### src/rtl/ltl_nfa_engine_pkg.sv
// rtl/ltl_nfa_engine_pkg.sv - shared types, widths and helpers for the NFA monitor engine
//
// Purpose : start-type / config-select enums, the per-STE config record and the
//           config-data width helper used by the engine, its STEs and its bus interface.
// Ports   : none (package).
package ltl_nfa_pkg;

    // Interval bounds are held at this width; narrower symbol widths are
    // zero-extended into it, so SYMBOL_W may be anything up to this value.
    localparam int STE_SYMBOL_W = 16;

    typedef enum logic [1:0] {
        NONE          = 2'd0,
        START_OF_DATA = 2'd1,
        ALL_INPUT     = 2'd2
    } start_type_e;

    typedef enum logic [1:0] {
        CFG_INTERVAL = 2'd0,
        CFG_EDGES    = 2'd1,
        CFG_ATTR     = 2'd2
    } cfg_sel_e;

    typedef struct packed {
        logic [STE_SYMBOL_W-1:0] lo;
        logic [STE_SYMBOL_W-1:0] hi;
        start_type_e             start_type;
        logic                    report;
    } ste_cfg_t;

    // Config data must carry an interval pair, a full edge mask or the attribute bits.
    function automatic int cfg_width(input int sym_w, input int num_ste);
        int w;
        w = 2 * sym_w;
        if (num_ste > w) w = num_ste;
        if (w < 3) w = 3;
        return w;
    endfunction

endpackage

### src/rtl/ltl_nfa_engine_if.sv
// rtl/ltl_nfa_engine_if.sv - symbol stream and config bus between encoder/host and the NFA engine
//
// Purpose : bundles the symbol advance (run, symbols) and the config write bus
//           (cfg_we, cfg_sel, cfg_addr, cfg_data, cfg_err).
// Modports: master drives run/symbols/cfg_*, samples cfg_err; slave is the engine side.
interface ltl_nfa_engine_if #(
    parameter int NUM_STE  = 16,
    parameter int SYMBOL_W = 8
) ();
    import ltl_nfa_pkg::*;

    localparam int CFG_W  = cfg_width(SYMBOL_W, NUM_STE);
    localparam int ADDR_W = $clog2(NUM_STE);

    logic                run;
    logic [SYMBOL_W-1:0] symbols;
    logic                cfg_we;
    logic [1:0]          cfg_sel;
    logic [ADDR_W-1:0]   cfg_addr;
    logic [CFG_W-1:0]    cfg_data;
    logic                cfg_err;

    modport master (
        output run, symbols, cfg_we, cfg_sel, cfg_addr, cfg_data,
        input  cfg_err
    );

    modport slave (
        input  run, symbols, cfg_we, cfg_sel, cfg_addr, cfg_data,
        output cfg_err
    );

endinterface

### src/rtl/ltl_nfa_engine_ste.sv
// rtl/ltl_nfa_engine_ste.sv - one state-transition element: config registers and interval match
//
// Purpose : holds one STE's interval, incoming-edge mask, start type and report flag;
//           produces match (symbol in [lo,hi]) and en (start condition or active predecessor).
// Ports   : clk, reset; cfg_we (already decoded for this STE and qualified), cfg_sel,
//           cfg_data; symbols, active_vec, sod_pending in; match, en, report out.
module ltl_nfa_ste
    import ltl_nfa_pkg::*;
#(
    parameter int NUM_STE  = 16,
    parameter int SYMBOL_W = 8,
    parameter int CFG_W    = 16
) (
    input  logic                clk,
    input  logic                reset,
    input  logic                cfg_we,
    input  logic [1:0]          cfg_sel,
    input  logic [CFG_W-1:0]    cfg_data,
    input  logic [SYMBOL_W-1:0] symbols,
    input  logic [NUM_STE-1:0]  active_vec,
    input  logic                sod_pending,
    output logic                match,
    output logic                en,
    output logic                report
);

    ste_cfg_t             cfg_q, cfg_d;
    logic [NUM_STE-1:0]   edge_q, edge_d;
    logic [STE_SYMBOL_W-1:0] sym_ext;

    always_comb begin
        cfg_d  = cfg_q;
        edge_d = edge_q;
        if (cfg_we) begin
            case (cfg_sel_e'(cfg_sel))
                CFG_INTERVAL: begin
                    cfg_d.lo = STE_SYMBOL_W'(cfg_data[SYMBOL_W-1:0]);
                    cfg_d.hi = STE_SYMBOL_W'(cfg_data[2*SYMBOL_W-1:SYMBOL_W]);
                end
                CFG_EDGES: edge_d = cfg_data[NUM_STE-1:0];
                CFG_ATTR: begin
                    // Code 3 is stored as-is and behaves like NONE below.
                    cfg_d.start_type = start_type_e'(cfg_data[1:0]);
                    cfg_d.report     = cfg_data[2];
                end
                default: ;
            endcase
        end
    end

    always_ff @(posedge clk) begin
        if (reset) begin
            // lo above hi: the STE can never match until programmed.
            cfg_q.lo         <= '1;
            cfg_q.hi         <= '0;
            cfg_q.start_type <= NONE;
            cfg_q.report     <= 1'b0;
            edge_q           <= '0;
        end else begin
            cfg_q  <= cfg_d;
            edge_q <= edge_d;
        end
    end

    assign sym_ext = STE_SYMBOL_W'(symbols);
    assign match   = (sym_ext >= cfg_q.lo) && (sym_ext <= cfg_q.hi);
    assign en      = ((cfg_q.start_type == START_OF_DATA) && sod_pending) ||
                     (cfg_q.start_type == ALL_INPUT) ||
                     (|(active_vec & edge_q));
    assign report  = cfg_q.report;

endmodule

### src/rtl/ltl_nfa_engine.sv
// rtl/ltl_nfa_engine.sv - runtime-programmable homogeneous NFA monitor engine
//
// Purpose : NUM_STE STEs advanced once per run cycle; sticky reports, saturating symbol
//           count and first-report position capture.
// Ports   : clk, reset (sync, active-high); bus (slave: run, symbols, cfg_* in, cfg_err out);
//           active_state, report_vec, report_any, report_sticky, sym_count,
//           first_report_valid, first_report_pos out.
module ltl_nfa_engine
    import ltl_nfa_pkg::*;
#(
    parameter int NUM_STE  = 16,
    parameter int SYMBOL_W = 8,
    parameter int CNT_W    = 32
) (
    input  logic               clk,
    input  logic               reset,
    ltl_nfa_engine_if.slave    bus,
    output logic [NUM_STE-1:0] active_state,
    output logic [NUM_STE-1:0] report_vec,
    output logic               report_any,
    output logic [NUM_STE-1:0] report_sticky,
    output logic [CNT_W-1:0]   sym_count,
    output logic               first_report_valid,
    output logic [CNT_W-1:0]   first_report_pos
);

    localparam int CFG_W  = cfg_width(SYMBOL_W, NUM_STE);
    localparam int ADDR_W = $clog2(NUM_STE);

    logic [NUM_STE-1:0] active_q, active_d;
    logic [NUM_STE-1:0] sticky_q, sticky_d;
    logic [CNT_W-1:0]   cnt_q, cnt_d;
    logic [CNT_W-1:0]   frp_q, frp_d;
    logic               frv_q, frv_d;
    logic               sod_q, sod_d;
    logic               err_q, err_d;

    logic [NUM_STE-1:0] match_vec, en_vec, report_mask;
    logic               cfg_bad, cfg_ok;

    // Writes are only legal while the engine is paused, to a real STE and field.
    assign cfg_bad = bus.run || (bus.cfg_sel == 2'd3) ||
                     (32'(bus.cfg_addr) >= 32'(NUM_STE));
    assign cfg_ok  = bus.cfg_we && !cfg_bad;

    for (genvar i = 0; i < NUM_STE; i++) begin : g_ste
        ltl_nfa_ste #(
            .NUM_STE  (NUM_STE),
            .SYMBOL_W (SYMBOL_W),
            .CFG_W    (CFG_W)
        ) u_ste (
            .clk         (clk),
            .reset       (reset),
            .cfg_we      (cfg_ok && (bus.cfg_addr == ADDR_W'(i))),
            .cfg_sel     (bus.cfg_sel),
            .cfg_data    (bus.cfg_data),
            .symbols     (bus.symbols),
            .active_vec  (active_q),
            .sod_pending (sod_q),
            .match       (match_vec[i]),
            .en          (en_vec[i]),
            .report      (report_mask[i])
        );
    end

    assign report_vec = active_q & report_mask;
    assign report_any = |report_vec;

    always_comb begin
        active_d = active_q;
        sod_d    = sod_q;
        cnt_d    = cnt_q;
        sticky_d = sticky_q | report_vec;
        frv_d    = frv_q;
        frp_d    = frp_q;
        err_d    = bus.cfg_we && cfg_bad;
        if (bus.run) begin
            active_d = en_vec & match_vec;
            sod_d    = 1'b0;
            if (cnt_q != '1) cnt_d = cnt_q + CNT_W'(1);
        end
        // The causing symbol was counted on the previous edge, hence the -1.
        if (report_any && !frv_q) begin
            frv_d = 1'b1;
            frp_d = cnt_q - CNT_W'(1);
        end
    end

    always_ff @(posedge clk) begin
        if (reset) begin
            active_q <= '0;
            sticky_q <= '0;
            cnt_q    <= '0;
            frv_q    <= 1'b0;
            frp_q    <= '0;
            sod_q    <= 1'b1;
            err_q    <= 1'b0;
        end else begin
            active_q <= active_d;
            sticky_q <= sticky_d;
            cnt_q    <= cnt_d;
            frv_q    <= frv_d;
            frp_q    <= frp_d;
            sod_q    <= sod_d;
            err_q    <= err_d;
        end
    end

    assign active_state       = active_q;
    assign report_sticky      = sticky_q;
    assign sym_count          = cnt_q;
    assign first_report_valid = frv_q;
    assign first_report_pos   = frp_q;
    assign bus.cfg_err        = err_q;

endmodule

### src/flat_wrapper.sv
// flat-port wrapper written by rule: the top's interface ports become plain ports
module ltl_nfa_engine_flat import ltl_nfa_pkg::*;
#(
    parameter int NUM_STE  = 16,
    parameter int SYMBOL_W = 8,
    parameter int CNT_W    = 32
)
  (clk, reset, active_state, report_vec, report_any, report_sticky, sym_count, first_report_valid, first_report_pos, bus_run, bus_symbols, bus_cfg_we, bus_cfg_sel, bus_cfg_addr, bus_cfg_data, bus_cfg_err);
  ltl_nfa_engine_if #(.NUM_STE(NUM_STE), .SYMBOL_W(SYMBOL_W)) bus_i ();
  input  logic clk;
  input  logic reset;
  output logic [NUM_STE-1:0] active_state;
  output logic [NUM_STE-1:0] report_vec;
  output logic report_any;
  output logic [NUM_STE-1:0] report_sticky;
  output logic [CNT_W-1:0] sym_count;
  output logic first_report_valid;
  output logic [CNT_W-1:0] first_report_pos;
  input wire logic [$bits(bus_i.run)-1:0] bus_run;
  input wire logic [$bits(bus_i.symbols)-1:0] bus_symbols;
  input wire logic [$bits(bus_i.cfg_we)-1:0] bus_cfg_we;
  input wire logic [$bits(bus_i.cfg_sel)-1:0] bus_cfg_sel;
  input wire logic [$bits(bus_i.cfg_addr)-1:0] bus_cfg_addr;
  input wire logic [$bits(bus_i.cfg_data)-1:0] bus_cfg_data;
  output wire logic [$bits(bus_i.cfg_err)-1:0] bus_cfg_err;
  assign bus_i.run = bus_run;
  assign bus_i.symbols = bus_symbols;
  assign bus_i.cfg_we = bus_cfg_we;
  assign bus_i.cfg_sel = bus_cfg_sel;
  assign bus_i.cfg_addr = bus_cfg_addr;
  assign bus_i.cfg_data = bus_cfg_data;
  assign bus_cfg_err = bus_i.cfg_err;
  ltl_nfa_engine #(.NUM_STE(NUM_STE), .SYMBOL_W(SYMBOL_W), .CNT_W(CNT_W)) u_core (.clk(clk), .reset(reset), .bus(bus_i), .active_state(active_state), .report_vec(report_vec), .report_any(report_any), .report_sticky(report_sticky), .sym_count(sym_count), .first_report_valid(first_report_valid), .first_report_pos(first_report_pos));
endmodule
### config.mk
export PLATFORM = sky130hd
export DESIGN_NAME = ltl_nfa_engine_flat
export DESIGN_NICKNAME = d
export VERILOG_FILES = /design/src/rtl/ltl_nfa_engine_pkg.sv /design/src/rtl/ltl_nfa_engine_if.sv /design/src/rtl/ltl_nfa_engine_ste.sv /design/src/rtl/ltl_nfa_engine.sv /design/src/flat_wrapper.sv
export SDC_FILE = /design/constraint.sdc
export NUM_CORES = 2
export LEC_CHECK = 0
export BUFFER_PORTS_ARGS = -buffer_cell sky130_fd_sc_hd__buf_2
export CORE_MARGIN = 2
export CORE_UTILIZATION = 50
export DETAILED_ROUTE_END_ITERATION = 16
export GPL_TIMING_DRIVEN = 0
export PLACE_DENSITY = 0.67
export SLEW_MARGIN = 10
export SYNTH_ARGS = -nofsm -noshare
export SYNTH_HDL_FRONTEND = slang
export SYNTH_SLANG_ARGS = --single-unit
### constraint.sdc
create_clock -name clk -period 2.9 [get_ports clk]
set_input_delay 0.435 -clock clk [delete_from_list [all_inputs] [get_ports clk]]
set_output_delay 0.435 -clock clk [all_outputs]
set_load 0.005 [all_outputs]
; ---- Word-level counts from Yosys, hierarchy flattened
; Cells that the tools add are included.
[word_totals]
in_bits = 34
ff_bits = 787
wordCells = 345
[classes]
addsub = 2
order_cmp = 32
bitwise_logic = 19
eq_ne = 51
n_reduce_logical = 154
[ops]
columns = cell, n
row1 = $and A16 B16 Y16, 18
row2 = $reduce_or A16 Y1, 17
row3 = $ge A8 B16 Y1, 16
row4 = $le A8 B8 Y1, 16
row5 = $reduce_and A2 Y1, 49
row6 = $logic_and A1 B1 Y1, 51
row7 = $eq A2 B2 Y1 const B, 18
row8 = $eq A2 B1 Y1 const B, 17
row9 = $logic_or A1 B1 Y1, 33
row10 = $add A32 B1 Y32 const B, 1
row11 = $eq A4 B4 Y1 const B, 8
row12 = $ne A32 B32 Y1 const B, 1
row13 = $sub A32 B1 Y32 const B, 1
row14 = $eq A4 B3 Y1 const B, 4
row15 = $or A16 B16 Y16, 1
row16 = $eq A4 B2 Y1 const B, 2
row17 = $eq A4 B1 Y1 const B, 1
row18 = $logic_not A4 Y1, 1
row19 = $logic_not A1 Y1, 2
row20 = $logic_not A2 Y1, 1

; ---- Longest topological paths before layout
[depth]
depth_word = 6
depth_mapped = 9
ltp_nobuf = 7

; ---- Hierarchy
; From an unflattened synthesis, not the netlist that was laid out.
[hier_totals]
cells_unflattened = 4096
area_unflattened_um2 = 32945.3
[by_module_without_submodules]
columns = mod, area_each_um2, cells_per_inst, n_inst
row1 = ltl_nfa_ste, 1765.4, 219, 16
row2 = ltl_nfa_engine, 4698.3, 592, 1

; ---- Least setup slack after synthesis
; Ideal clock, no wire load.
[synth_timing]
kind = input port to flip-flop
from = input bus_run
to = register u_core.g_ste[10].u_ste.edge_q[5]
required_time_ps = 2772
setup_time_ps = 128
slack_ps = 578
arrival_time_ps = 2194
path_stages = 8
path_cell_list = buf_2 > nor2b_2 > nand4b_2 > buf_2 > nor3_2 > buf_4 > mux2i_1 > nor2_1
[synth_via]
elab_chain_len = 5
[synth_rtl]
columns = element, line_no
row1 = from (decl), flat_wrapper.sv:19  ; input wire logic [$bits(bus_i.run)-1:0] bus_run;
row2 = $logic_or A1 B1 Y1, ltl_nfa_engine.sv:42  ; assign cfg_bad = bus.run || (bus.cfg_sel == 2'd3) ||
row3 = $logic_not A1 Y1, ltl_nfa_engine.sv:44  ; assign cfg_ok = bus.cfg_we && !cfg_bad;
row4 = $logic_and A1 B1 Y1, ltl_nfa_engine.sv:44
row5 = $logic_and A1 B1 Y1, ltl_nfa_engine.sv:54  ; .cfg_we (cfg_ok && (bus.cfg_addr == ADDR_W'(i))),
row6 = $reduce_and A2 Y1 (no source line), --
row7 = to (signal assigned), ltl_nfa_engine_ste.sv:61  ; edge_q <= edge_d;
row8 = to (decl), ltl_nfa_engine_ste.sv:28  ; logic [NUM_STE-1:0] edge_q, edge_d;
; Every way passes these cells.
; A chain may end at the register's enable or synchronous reset.

; ---- Worst setup path in the final report
[layout_timing]
from = register u_core.active_q[7] (netlist: u_core.active_state[7])
to = output report_any
[layout_via]
elab_chain_len = 2
[layout_rtl]
columns = element, line_no
row1 = from (decl), ltl_nfa_engine.sv:30  ; logic [NUM_STE-1:0] active_q, active_d;
row2 = from (signal assigned), ltl_nfa_engine.sv:99  ; active_q <= active_d;
row3 = $and A16 B16 Y16, ltl_nfa_engine.sv:66  ; assign report_vec = active_q & report_mask;
row4 = $reduce_or A16 Y1, ltl_nfa_engine.sv:67  ; assign report_any = |report_vec;
row5 = to (decl), flat_wrapper.sv:14  ; output logic report_any;
; Every way passes these cells.

==> results_dict.tcl <==
set metrics [dict create \
    status "complete, no violations" \
    grt.overflow.total 0 \
    first_pass_iters 7 \
    post_drt_wl_per_cell_um 22.9 \
    place_congestion 0.969 \
    rows 93 \
    finClkSkew_ps 39.3 \
    first_global_vias 27300 \
    finalCriticalPeriod_ps 2880 \
    antenna_found_initial 4 \
    critical_path.top_delay_family "simple AND/OR/NAND/NOR gates" \
    cts_setup_buffers 0 \
    worstPathRequired_ps 2470 \
    cts_sinks 675 \
    ir_drop_mv 0.594 \
    rsz0062_at_grt "false" \
    final-seq-area_mm2 0.0135 \
    tritoncts "done" \
    async_flop_share_pct 0 \
    setup_violations 0 \
    r2r_slack_ps 70 \
    intPower_uw 15500 \
    fill_cells 6010 \
    cts_root_buf "clkbuf_16" \
    critPathMaxFanout 9 \
    period_share_pct 99.4 \
    synth_edf_count 0 \
    critPathMaxStageDelay_ps 530 \
    fp.dieH_um 260 \
    synth_flop_cell "dfxtp_1" \
    cp.arrival_ps 2450 \
    synth_most_common_cell "dfxtp_1" \
    drt_iter0_drc 3093 \
    grt_use_total_pct 33.2 \
    ctsResizeCount 24 \
    ant_nets 0 \
    htree_levels 3 \
    hold_buffers 0 \
    switching_share_pct 24.9 \
    fmax_mhz 347 \
    slew_headroom_pct 8.41 \
    clk_pin_slew_ps 60 \
    syn_area_mm2 0.0328 \
    worstSetupPathType "flop to primary output" \
    drive_gt1_share_pct 9.16 \
    p_per_area_mw_per_mm2 554 \
    syn_area_per_cell_um2 8.54 \
    synth.area.top_cells "dfxtp_1, ha_1, mux2i_1" \
    vias_per_cell 5.91 \
    drv_slew 0 \
    ios 149 \
    power.switching_uw 5160 \
    portBuffers 143 \
    synth_warnings 0 \
    worstSetupEndpointType "primary output" \
    setup_tns_ps 0 \
    crit_path_start_kind "flop" \
    clockBufferDepth 3 \
    synth_cells 3847 \
    pwr-share-clk_pct 48.4 \
    layout-area-overhead-vs-synth_pct 13.7 \
    fp.dieArea_mm2 0.0678 \
    multi_input_area_mm2 0.0173 \
    initial_core_util_pct 50.8 \
    critPathBufInv 2 \
    coreArea_mm2 0.0647 \
    synth_nets 4139 \
    wirelength_mm 114 \
    numCtsBuffers 74 \
    synth-seq-cells 675 \
    hp-class "primary input to flop" \
    finalNetCount 4358 \
    whs_ps 199 \
    max_slew.worst_pin.slew_ps 1370 \
    grt_max_degree 33 \
    synth_cell_type_count 65 \
    hpwl_mm 77.3 \
    path_cells "clkbuf_2, nand2_1, nand4_1, or4_1, buf_2" \
    yosysTopAreaCell "dfxtp_1" \
    cap_violations 0 \
    hold_viol 0 \
    synth.top_cells.by_count "dfxtp_1, nor2_1, nand2_1" \
    combPwrFrac_pct 6.6 \
    synth_top_area_share_pct 41.1 \
    power_leakage_uw 0.0154 \
    p_seq_share_pct 45.0 \
    crit_path_top_delay_cell "or4_1" \
    drcViolationCount 0 \
    vias 29400 \
    ys_seq_area_share_pct 41.1 \
    clock_latency_ps 660 \
    grt_pass1_wl_mm 170 \
    die_x_um 260 \
]
## layer usage
| layer | track usage [%] | vias up | wire (µm) |
|---|---|---|---|
| met5 | 0.0712 | - | 11 |
| met4 | 17.4 | 2 | 6100 |
| met3 | 6.46 | 330 | 11100 |
| met2 | 51.3 | 1363 | 50000 |
| met1 | 44.0 | 14000 | 47000 |
| li1 | - | 13700 | - |
## worst reg2reg max path: cells and delay by family, from the launching register on
family / cells / cell delay (ps)
compound gates: 3 / 1040
simple gates: 1 / 190
buf+inv: 2 / 1040
flops: 1 / 450
## cell usage in the layout, fill, tap and decap left out, types with 10 or more instances in the layout
| cell | instances |
|---|---|
| clkbuf_8 | 16 |
| nor2_1 | 496 |
| a21oi_1 | 292 |
| and3_1 | 22 |
| inv_1 | 249 |
| or4_1 | 19 |
| nor3_2 | 13 |
| or2_2 | 17 |
| a21o_1 | 17 |
| clkbuf_2 | 15 |
| nand2_1 | 486 |
| nand4_1 | 76 |
| clkbuf_1 | 232 |
| dfxtp_1 | 675 |
| o211ai_1 | 22 |
| clkinv_2 | 12 |
| buf_1 | 10 |
| nor3_1 | 41 |
| xnor2_1 | 25 |
| nand3_1 | 25 |
| o21ai_0 | 60 |
| ha_1 | 258 |
| nor2b_1 | 38 |
| a211oi_1 | 42 |
| o31ai_1 | 24 |
| clkbuf_16 | 74 |
| buf_2 | 171 |
| mux2i_1 | 277 |
| nor4_1 | 15 |
| a32o_1 | 16 |
| a222oi_1 | 14 |
| a211o_1 | 84 |
| or3_1 | 21 |
| a22oi_1 | 45 |
| a22o_1 | 28 |
| nand3b_1 | 54 |
| a221oi_1 | 28 |
## registers in the layout (all words and copies together), names as in the netlist, 16 cells and up
signal and flops:
u_core.g_ste.u_ste.edge_q 256, u_core.g_ste.u_ste.report 16, u_core.g_ste.u_ste.cfg_q 304, u_core.first_report_pos 32
u_core.active_state 16, u_core.sym_count 32, u_core.report_sticky 16
## cells by family (layout without fill, tap and decap cells)
logic type / Yosys count / after routing / share of synthesized area, %
adders and majority gates: 258 / 258 / 9.83
AOI/OAI and AO/OA: 707 / 707 / 14.3
xor gates and xnor gates: 30 / 30 / 0.800
and+or+nand+nor: 1365 / 1365 / 19.1
DFF: 675 / 675 / 41.1
other: 0 / 1 / 0
buffers and inverters: 531 / 809 / 6.24
muxes: 281 / 281 / 8.58
## through the flow
step                util [%]  total power [µW]  instances  setup slack, ps  area, µm²
global placement        53.5             10800       4845             -987      34600
floorplan                  -             10200       3847              578      32800
detailed placement      53.6             10800       4846             -767      34700
CTS                     57.6             20700       4979             3.25      37300
global route            57.7             21200       4980             5.49      37300
finish                  57.7             20700       4981             16.4      37300
## worst paths after layout
check / start / to / depth (start not counted)
worst max-delay path: u_core.active_state[7] / report_any / 5
worst min-delay path: bus_cfg_data[7] / u_core.g_ste[5].u_ste.cfg_q[26] / 2
worst max register to register: u_core.active_state[4] / u_core.active_state[14] / 6
worst min register to register: u_core.g_ste[0].u_ste.cfg_q[10] / u_core.g_ste[0].u_ste.cfg_q[10] / 2
## layout make-up
type	instances	share of cell area [%]
Multi-Input combinational cell	2641	46.4
Sequential cell	675	36.2
Clock buffer	105	5.70
Buffer	279	3.07
Tap cell	855	2.87
Inverter	250	2.51
Timing Repair Buffer	145	2.01
Clock inverter	30	1.21
Antenna cell	1	0.00670
## power groups by stage
| stage | sequential [µW] | combinational [µW] | clock (µW) |
|---|---|---|---|
| 4_1_cts | 9310 | 1320 | 10000 |
| 2_1_floorplan | 9510 | 723 | 0 |
| 3_3_place_gp | 9510 | 1290 | 0 |
| 5_1_grt | 9310 | 1450 | 10400 |
| 6_report | 9310 | 1360 | 10000 |
| 3_5_place_dp | 9510 | 1310 | 0 |
No activity file was read; power rests on OpenSTA's default activity.
